===== src/rtl/instr_fetch.sv =====
// Instruction fetch unit: drives a 1-cycle-latency instruction memory, presents
// instructions to the decoder, and handles jumps/branches through a 4-entry target table.
module instr_fetch #(
    parameter int unsigned      PC_W = 10,
    parameter logic [PC_W-1:0]  TGT0 = '0,
    parameter logic [PC_W-1:0]  TGT1 = '0,
    parameter logic [PC_W-1:0]  TGT2 = '0,
    parameter logic [PC_W-1:0]  TGT3 = '0
) (
    input  logic            Clk,
    input  logic            Reset,
    input  logic            Start,
    input  logic [PC_W-1:0] StartAddr,
    output logic [PC_W-1:0] ImemAddr,
    input  logic [8:0]      ImemData,
    output logic [8:0]      Instruction,
    output logic            InstValid,
    output logic [PC_W-1:0] ProgCtr,
    input  logic            Jump,
    input  logic            BranchEn,
    input  logic            Taken,
    input  logic            Ack,
    input  logic [1:0]      TargSel,
    input  logic            TblWrEn,
    input  logic [1:0]      TblIdx,
    input  logic [PC_W-1:0] TblData,
    output logic            Done
);

    localparam logic [1:0] IDLE  = 2'd0;
    localparam logic [1:0] PRIME = 2'd1;
    localparam logic [1:0] EXEC  = 2'd2;
    localparam logic [1:0] HALT  = 2'd3;

    logic [1:0]      state;
    logic            squash;
    logic [PC_W-1:0] fpc;
    logic [PC_W-1:0] pc;
    logic [PC_W-1:0] tbl [4];
    logic            executing;
    logic            redirect;

    always_comb begin
        executing   = (state == EXEC) && !squash;
        redirect    = executing && (Jump || (BranchEn && Taken));
        InstValid   = executing;
        Instruction = executing ? ImemData : '0;
        Done        = (state == HALT);
        ImemAddr    = fpc;
        ProgCtr     = pc;
    end

    always_ff @(posedge Clk) begin
        if (Reset) begin
            state  <= IDLE;
            squash <= 1'b0;
            fpc    <= '0;
            pc     <= '0;
            tbl[0] <= TGT0;
            tbl[1] <= TGT1;
            tbl[2] <= TGT2;
            tbl[3] <= TGT3;
        end else begin
            // Table read below sees the pre-edge value, so a same-cycle write is not forwarded.
            if (TblWrEn) tbl[TblIdx] <= TblData;
            case (state)
                IDLE, HALT: begin
                    if (Start) begin
                        fpc   <= StartAddr;
                        state <= PRIME;
                    end
                end
                PRIME: begin
                    pc     <= fpc;
                    fpc    <= fpc + PC_W'(1);
                    squash <= 1'b0;
                    state  <= EXEC;
                end
                EXEC: begin
                    if (squash) begin
                        pc     <= fpc;
                        fpc    <= fpc + PC_W'(1);
                        squash <= 1'b0;
                    end else if (Ack) begin
                        state <= HALT;
                    end else if (redirect) begin
                        fpc    <= tbl[TargSel];
                        squash <= 1'b1;
                    end else begin
                        pc  <= fpc;
                        fpc <= fpc + PC_W'(1);
                    end
                end
                default: state <= IDLE;
            endcase
        end
    end

endmodule


===== config.mk =====
export PLATFORM = sky130hd
export DESIGN_NAME = instr_fetch
export DESIGN_NICKNAME = d
export VERILOG_FILES = /design/src/rtl/instr_fetch.sv
export SDC_FILE = /design/constraint.sdc
export NUM_CORES = 1
export LEC_CHECK = 0
export CAP_MARGIN = 20
export CORE_ASPECT_RATIO = 0.8
export CORE_MARGIN = 2
export CORE_UTILIZATION = 51
export DETAILED_ROUTE_END_ITERATION = 7
export PLACE_DENSITY = 0.8
export SYNTH_ARGS = -nofsm -noshare
export SYNTH_HDL_FRONTEND = slang
export SYNTH_SLANG_ARGS = --single-unit

===== constraint.sdc =====
create_clock -name Clk -period 2.7 [get_ports Clk]
set_clock_uncertainty 0.15 [all_clocks]
set_input_delay 0.54 -clock Clk [delete_from_list [all_inputs] [get_ports Clk]]
set_output_delay 0.54 -clock Clk [all_outputs]
set_load 0.005 [all_outputs]

; ---- Word level (Yosys, flattened, before mapping)
; Memory sizes are Yosys's and may differ from the RTL's.
; Index checks and enable logic that the tools add are counted.
[totals]
mem_bits_rw = 40
n_memories = 1
regBits = 23
word_cells = 52
[memory_table]
columns = name, words, width, read_ports, rd_ports_with_merged_regs, wr, line
row1 = tbl, 4, 10, 1, 0, 4, 39  ; logic [PC_W-1:0] tbl [4];
[op_classes]
reduce_logical = 12
eq_ne = 8
n_addsub = 1
mux = 26
[op_table]
columns = op, count
row1 = 10-bit 2-to-1 mux, 8
row2 = 10-bit one-hot mux with 3 select lines, 1
row3 = 10-bit one-hot mux with 2 select lines, 1
row4 = "10-bit by 1-bit adder with 10-bit output, second input constant", 1
row5 = 10-bit OR reduction, 1
row6 = 1-bit 2-to-1 mux, 9
row7 = 9-bit 2-to-1 mux, 1
row8 = 2-bit 2-to-1 mux, 4
row9 = "2-bit inequality test, second input constant", 3
row10 = "3-bit inequality test, second input constant", 2
row11 = 2-bit one-hot mux with 3 select lines, 1
row12 = 3-bit AND reduction, 2
row13 = "2-bit == test, second input constant", 2
row14 = 1-bit logical AND, 3
row15 = "2-bit by 1-bit == test with 1-bit output, second input constant", 1
row16 = 2-bit logical NOT, 1
row17 = 1-bit one-hot mux with 2 select lines, 1
row18 = 2-bit AND reduction, 1
row19 = 2-bit nonzero test, 1
row20 = 2-bit OR reduction, 1
row21 = 1-bit logical NOT, 1
row22 = 1-bit logical OR, 1

; ---- Depth between registers and ports, before layout
; Gate-level depths: netlist of the first run.
[logic_depth]
depth_word = 7
depth_mapped = 9
ltp_nobuf = 6

; ---- Worst setup path before layout of the first run
; Ideal clock, no wire load.
[synth_path]
path_type = register to register
startpoint = reg state[0]
endpoint = reg fpc[8] (netlist: ImemAddr[8])
synth_period_minus_slack_ns = 2.001
setup_time_ns = 0.133
required_ns = 2.417
stages_incl_launch_ff = 9
slack_ns = 0.699
arrival_time_ns = 1.717
path_cell_list = dfxtp_1 > inv_1 > ha_1 > and2b_1 > or2_1 > buf_6 > buf_6 > a32oi_1 > o311ai_1
[synth_between]
elab_chain_cells = 7
word_cells_on_any_way = 14
classes_between = eq/ne (5) / mux (4) / reduce/logical (5)
[synth_rtl]
columns = item, line
row1 = from (decl), 35  ; logic [1:0] state;
row2 = from (signal assigned), 55  ; state <= IDLE;
row3 = from (signal assigned), 70  ; state <= PRIME;
row4 = from (signal assigned), 77  ; state <= EXEC;
row5 = 2-bit == test, "44, 66"
row6 = 1-bit logical AND, 44  ; executing = (state == EXEC) && !squash;
row7 = 1-bit logical AND, 45  ; redirect = executing && (Jump || (BranchEn && Taken));
row8 = 10-bit 2-to-1 mux, 86  ; end else if (redirect) begin
row9 = 10-bit 2-to-1 mux, 84  ; end else if (Ack) begin
row10 = 10-bit 2-to-1 mux, 80  ; if (squash) begin
row11 = 10-bit one-hot mux with 3 select lines, 66  ; case (state)
row12 = to (signal assigned), 69  ; fpc <= StartAddr;
row13 = to (signal assigned), 82  ; fpc <= fpc + PC_W'(1);
row14 = to (signal assigned), 87  ; fpc <= tbl[TargSel];
row15 = to (decl), 37  ; logic [PC_W-1:0] fpc;
; Parallel ways exist; a longest one is shown, timed or not. The select of a mux whose other input is x is not followed.
; A chain may end at the register's enable or synchronous reset.

; ---- Worst setup path after layout of the first run
[layout_path]
startpoint = reg state[0]
endpoint = out Instruction[3]
[layout_between]
elab_chain_cells = 3
[layout_rtl]
columns = item, line
row1 = 2-bit == test, 44
row2 = 1-bit logical AND, 44
row3 = 9-bit 2-to-1 mux, 47  ; Instruction = executing ? ImemData : '0;
row4 = to (decl), 16  ; output logic [8:0] Instruction,
; No other way between the ends.

==> impl_metrics.tcl, run 1 <==
set metrics [dict create \
    p_leak_nw 1.59 \
    global_route.usage.total_pct 22.8 \
    slew_headroom_pct 61.0 \
    p_sw_share_pct 33.6 \
    final_hold_viol_count 0 \
    ant_nets 0 \
    hp-start "ProgCtr[3]" \
    die_h_um 75.8 \
    n_antenna_cell 0 \
    yosys-top-cells-count "and2_1, edfxtp_1, nand2_1" \
    startpoint_type "flip-flop" \
    crit_path_end_kind "output pin" \
    r2r-start "state[0]" \
    clock_path_buffers 2 \
    die_width_um 93.7 \
    synthArstFlopShare_pct 0 \
    numClockSinks 63 \
    ys_seq_area_share_pct 50.6 \
    gp_congestion 0.871 \
    fin_nets 415 \
    dp_worst_setup_slack_ns 0.154 \
    p_sw_mw 1.23 \
    grt.overflow.total 0 \
    yosysMostFrequentCell "and2_1" \
    path_class "reg2out" \
    yosys-top-cells-area "edfxtp_1, dfxtp_1, and2_1, mux4_2, mux2i_1" \
    start_util_pct 52.0 \
    ys_ff_latch 63 \
    grt_pass1_vias 2357 \
    syn-cell-area_um2 3280 \
    final.setup.worst_slack_ns 0.118 \
    worst_pin_slew_ns 0.583 \
    grt_pass1_wl_mm 12.0 \
    clk_latency_ns 0.35 \
    path_clk_slew_ns 0.07 \
    path_max_fanout 11 \
    synth_cell_type_count 48 \
    clockRootBuffer "clkbuf_8" \
    max_freq_mhz 387 \
    synth_nets 341 \
    syn_area_per_cell_um2 11.1 \
    antenna_found_initial 0 \
    synth_top_area_share_pct 36.6 \
    fin_crit_sh_pct 95.6 \
    ir_drop_mv 0.424 \
    drt_iter0_markers 137 \
    power_frac_comb_pct 38.1 \
    intPower_mw 2.43 \
    dp_hpwl_mm 5.57 \
    layout-drive-gt1-share_pct 13.6 \
    p_clk_share_pct 25.5 \
    finalMaxSlewViolations 0 \
    core_um2 6310 \
    vias 2539 \
    hold_path_class "reg2reg" \
    yosysWarnings 0 \
    tns_ns 0 \
    vias_per_cell 5.54 \
    power.density_nw_per_um2 846 \
    area_growth_pct 31.7 \
    io_pins 72 \
    netlist_instances 295 \
    ctsHoldBuffers 0 \
    arrival_ns 1.89 \
    synth_edf_count 40 \
    seqPwrFrac_pct 36.4 \
    drtPass1Iterations 5 \
    grt_setup_unrepaired "no" \
    cp.required_ns 2.01 \
    maxCapViolCount 0 \
    synth_top_cell_by_area "edfxtp_1" \
    outcome "complete, no violations" \
    wl_mm 7.65 \
    htree_levels 3 \
    num_rows 26 \
    synthFlopType "edfxtp_1" \
    numPortBuffers 71 \
    cts_tree "built" \
    grt_max_degree 25 \
    finalSetupViolations 0 \
    numCtsBuffers 9 \
    dieArea_um2 7100 \
    cp-startpoint "state[0]" \
    avgRoutedWirePerCell_um 16.7 \
    drc_errors 0 \
    post-route-min-period_ns 2.58 \
]
==> repair_timing <==
action,CTS,global route
buffers inserted,1,0
resized for setup,2,1
cloned,0,0
hold endpoints to repair,0,0
setup endpoints to repair,10,9
==> per-stage QoR <==
| step | instance area, um2 | std cells | util, % | hold WS, ns | total power, mW |
|---|---|---|---|---|---|
| 3_5_place_dp | 4090 | 441 | 64.8 | 0.329 | 2.71 |
| 4_1_cts | 4320 | 458 | 68.5 | 0.347 | 3.65 |
| 2_1_floorplan | 3280 | 295 | - | 0.307 | 2.21 |
| 6_report | 4330 | 458 | 68.6 | 0.343 | 3.66 |
| 3_3_place_gp | 4090 | 441 | 64.8 | 0.323 | 2.67 |
| 5_1_grt | 4330 | 458 | 68.6 | 0.378 | 3.86 |
==> cell type report <==
type / instances / area, um2
flip-flops and latches: 63 / 1660
multi-input cells: 206 / 1500
clock buffers: 9 / 124
fillers: 477 / 1980
well taps: 84 / 105
repair buffers: 83 / 813
clock inverters: 7 / 104
inverters: 6 / 22.5
==> path summary, 6_finish.rpt <==
kind	cells after the start	endpoint	slack, ns
worst min register to register	2	ProgCtr[3]	0.34
worst min-delay path	2	ProgCtr[3]	0.34
worst max register to register	6	ImemAddr[3]	0.51
worst max-delay path	5	Instruction[3]	0.12
==> kinds of logic (layout without fill, tap and decap cells) <==
| family | after synthesis | in the layout | synth area share, % |
|---|---|---|---|
| xor gates and xnor gates | 1 | 1 | 0.267 |
| and+or+nand+nor | 138 | 138 | 23.0 |
| muxes | 20 | 20 | 9.91 |
| adders and majority gates | 5 | 5 | 1.90 |
| AOI/OAI and AO/OA | 42 | 42 | 10.2 |
| DFF | 63 | 63 | 50.6 |
| buffers and inverters | 26 | 105 | 4.15 |
==> power groups by stage <==
stage | Clock, mW | Combinational [mW] | Sequential, mW
2_1_floorplan | 0 | 0.909 | 1.30
3_3_place_gp | 0 | 1.33 | 1.34
3_5_place_dp | 0 | 1.36 | 1.35
4_1_cts | 0.947 | 1.38 | 1.33
5_1_grt | 0.990 | 1.52 | 1.35
6_report | 0.933 | 1.40 | 1.33
==> state kept, by name, indices dropped and copies added, names as in the netlist <==
| name | count |
|---|---|
| ProgCtr | 10 |
| tbl | 40 |
| state | 2 |
| squash | 1 |
| ImemAddr | 10 |
==> placed cells by master, fill, tap and decap left out, drive strengths merged, types with 8 or more instances in the layout <==
cell type | synthesis | layout
edfxtp | 40 | 40
nor2b | 8 | 8
dfxtp | 23 | 23
clkdlybuf4s50 | 0 | 71
nand2 | 26 | 26
clkbuf | 12 | 9
mux4 | 10 | 10
buf | 8 | 12
inv | 6 | 8
and2 | 50 | 50
nor2 | 17 | 17
a21oi | 9 | 9
mux2i | 10 | 10
==> critical path: stages, from the launching register on <==
cell and delay, ns:
dfxtp_1 0.35, inv_1 0.08, ha_2 0.24, and2b_4 0.23, and2_1 0.15, clkdlybuf4s50_1 0.50
==> routing by layer <==
| layer | track usage, % | part of all wire [%] | up-vias |
|---|---|---|---|
| li1 | - | - | 1215 |
| met1 | 30.4 | 45 | 1220 |
| met2 | 36.7 | 48 | 97 |
| met3 | 7.02 | 6.5 | 7 |
| met4 | 6.76 | 0.75 | 0 |
| met5 | 0 | 0 | - |
(Power assumes the default switching activity.)
==> run 2: changes to the inputs <==
--- a/config.mk
+++ b/config.mk
@@ -8,9 +8,11 @@
 export CAP_MARGIN = 20
 export CORE_ASPECT_RATIO = 0.8
 export CORE_MARGIN = 2
-export CORE_UTILIZATION = 51
+export CORE_UTILIZATION = 52
+export CTS_BUF_LIST = sky130_fd_sc_hd__clkbuf_8
+export CTS_CLUSTER_SIZE = 24
 export DETAILED_ROUTE_END_ITERATION = 7
-export PLACE_DENSITY = 0.8
+export PLACE_DENSITY = 0.82
 export SYNTH_ARGS = -nofsm -noshare
 export SYNTH_HDL_FRONTEND = slang
 export SYNTH_SLANG_ARGS = --single-unit
==> run 2 against run 1 <==
Effect of this change: sequential power about the same; clock power fell by 26%; first-iteration DRC count is 40% higher; largest cell class unchanged.
==> impl_metrics.tcl, run 2 (synthesis gave the netlist of run 1 again) <==
set metrics [dict create \
    outcome "complete, no violations" \
    path_max_fanout 15 \
    crit_path_end_kind "output pin" \
    path_delay_family "buffers and inverters" \
    vias 2508 \
    worst_pin_slew_ns 0.583 \
    global_route.usage.total_pct 23.3 \
    dp_hpwl_mm 5.74 \
    dieArea_um2 6970 \
    n_antenna_cell 0 \
    vias_per_cell 5.50 \
    slowest_stage "clkdlybuf4s50_1" \
    drt_iter0_markers 192 \
    tns_ns 0 \
    grt.overflow.total 0 \
    ant_nets 0 \
    clockRootBuffer "clkbuf_8" \
    max_flop_register "tbl" \
    grt_setup_unrepaired "no" \
    io_pins 72 \
    core_um2 6010 \
    dp_cells 440 \
    wl_mm 7.68 \
    die_h_um 75.1 \
    fin_nets 416 \
    hold_path_class "reg2reg" \
    n_fill_cell 441 \
    start_util_pct 54.7 \
    max_freq_mhz 392 \
    grt_pass1_wl_mm 12.3 \
    ir_drop_mv 0.420 \
    ctsHoldBuffers 0 \
    arrival_ns 1.86 \
    p_leak_nw 1.56 \
    clk_latency_ns 0.34 \
    largest_reg_flops 40 \
    num_rows 25 \
    critPathBufInv 2 \
    layout-drive-gt1-share_pct 13.3 \
    post-route-min-period_ns 2.55 \
    path_clk_slew_ns 0.07 \
    htree_levels 3 \
    grt_max_degree 25 \
    drc_errors 0 \
    fin_crit_sh_pct 94.4 \
    cts_tree "built" \
    gp_congestion 0.859 \
    numPortBuffers 71 \
    cp.required_ns 2.01 \
    holdWs_ns 0.346 \
    area_growth_pct 29.5 \
    numCtsBuffers 9 \
    numClockSinks 63 \
    final_cell_count_no_fill 456 \
    cts_setup_buffers 0 \
    avgRoutedWirePerCell_um 16.8 \
    startpoint_type "flip-flop" \
    path_class "reg2out" \
    slew_headroom_pct 61.1 \
    antenna_found_initial 0 \
    clock_path_buffers 2 \
    final_hold_viol_count 0 \
    finalSetupViolations 0 \
    maxCapViolCount 0 \
    cpPeakStageDelay_ns 0.51 \
    die_width_um 92.9 \
    drtPass1Iterations 4 \
    grt_pass1_vias 2403 \
    path_cells "inv_1 > ha_1 > and2b_4 > and2_1 > clkdlybuf4s50_1" \
    finalMaxSlewViolations 0 \
    final_common_cell "clkdlybuf4s50_1" \
    final_cell_mix "clkdlybuf4s50_1, and2_1, edfxtp_1, nand2_1, dfxtp_1" \
    power.density_nw_per_um2 803 \
]
==> run 2: changes by cell type in the layout (fill, tap and decap cells not counted), moves of 2 or more <==
cell / before / now
buf_4: 11 / 13
clkinvlp_4: 0 / 2
clkinv_2: 0 / 2
inv_6: 2 / 0
bufinv_16: 2 / 0
clkinv_4: 3 / 1
==> run 2: metal layers <==
layer  routed length (um)  vias up  GRT usage (%)
li1                     -     1221              -
met1                 3250     1190           30.6
met2                 3850       91           39.0
met3                  541        6           6.71
met4                   36        0           5.56
met5                    0        -              0
==> run 2: worst min-delay path, cell delays in order, from the launching register on <==
cell	delay (ns)
dfxtp_1	0.33
mux2i_1	0.06
nor2_1	0.07
==> run 2: what timing repair did <==
action | in CTS | in global routing
endpoints found under the hold margin | 0 | 0
endpoints found under the setup margin | 9 | 9
gates resized for setup | 1 | 2
cloned | 0 | 0
==> run 2: cell type report <==
| cell class | instances | area (um2) | area share (%) |
|---|---|---|---|
| well taps | 81 | 101 | 2.38 |
| inverters | 6 | 22.5 | 0.529 |
| repair buffers | 84 | 808 | 19.0 |
| multi-input cells | 206 | 1490 | 35.1 |
| clock buffers | 9 | 124 | 2.91 |
| flip-flops and latches | 63 | 1660 | 39.1 |
| clock inverters | 7 | 41.3 | 0.971 |
==> run 2: path summary, 6_finish.rpt <==
path                            startpoint              to  slack (ns)  cells after the start
worst max-delay path              state[0]  Instruction[0]        0.15                      5
worst min-delay path            ProgCtr[6]      ProgCtr[6]        0.35                      2
worst max register to register    state[0]     ImemAddr[7]        0.43                      7
worst min register to register  ProgCtr[6]      ProgCtr[6]        0.35                      2
==> run 2: power breakdown <==
group | internal [mW] | total, mW | leakage, nW | switching, mW
combinational | 0.720 | 1.39 | 0.900 | 0.672
clock | 0.324 | 0.688 | 0.0838 | 0.364
sequential | 1.18 | 1.34 | 0.579 | 0.160
total | 2.22 | 3.42 | 1.56 | 1.20
==> run 2: metrics by stage <==
stage | setup WS (ns) | power [mW] | util (%) | instance area [um2]
floorplan | 0.699 | 2.21 | - | 3280
global route | 0.0733 | 3.62 | 70.8 | 4250
global placement | 0.215 | 2.68 | 68.0 | 4090
finish | 0.151 | 3.42 | 70.8 | 4250
detailed placement | 0.152 | 2.72 | 68.0 | 4090
CTS | 0.00461 | 3.41 | 70.8 | 4250
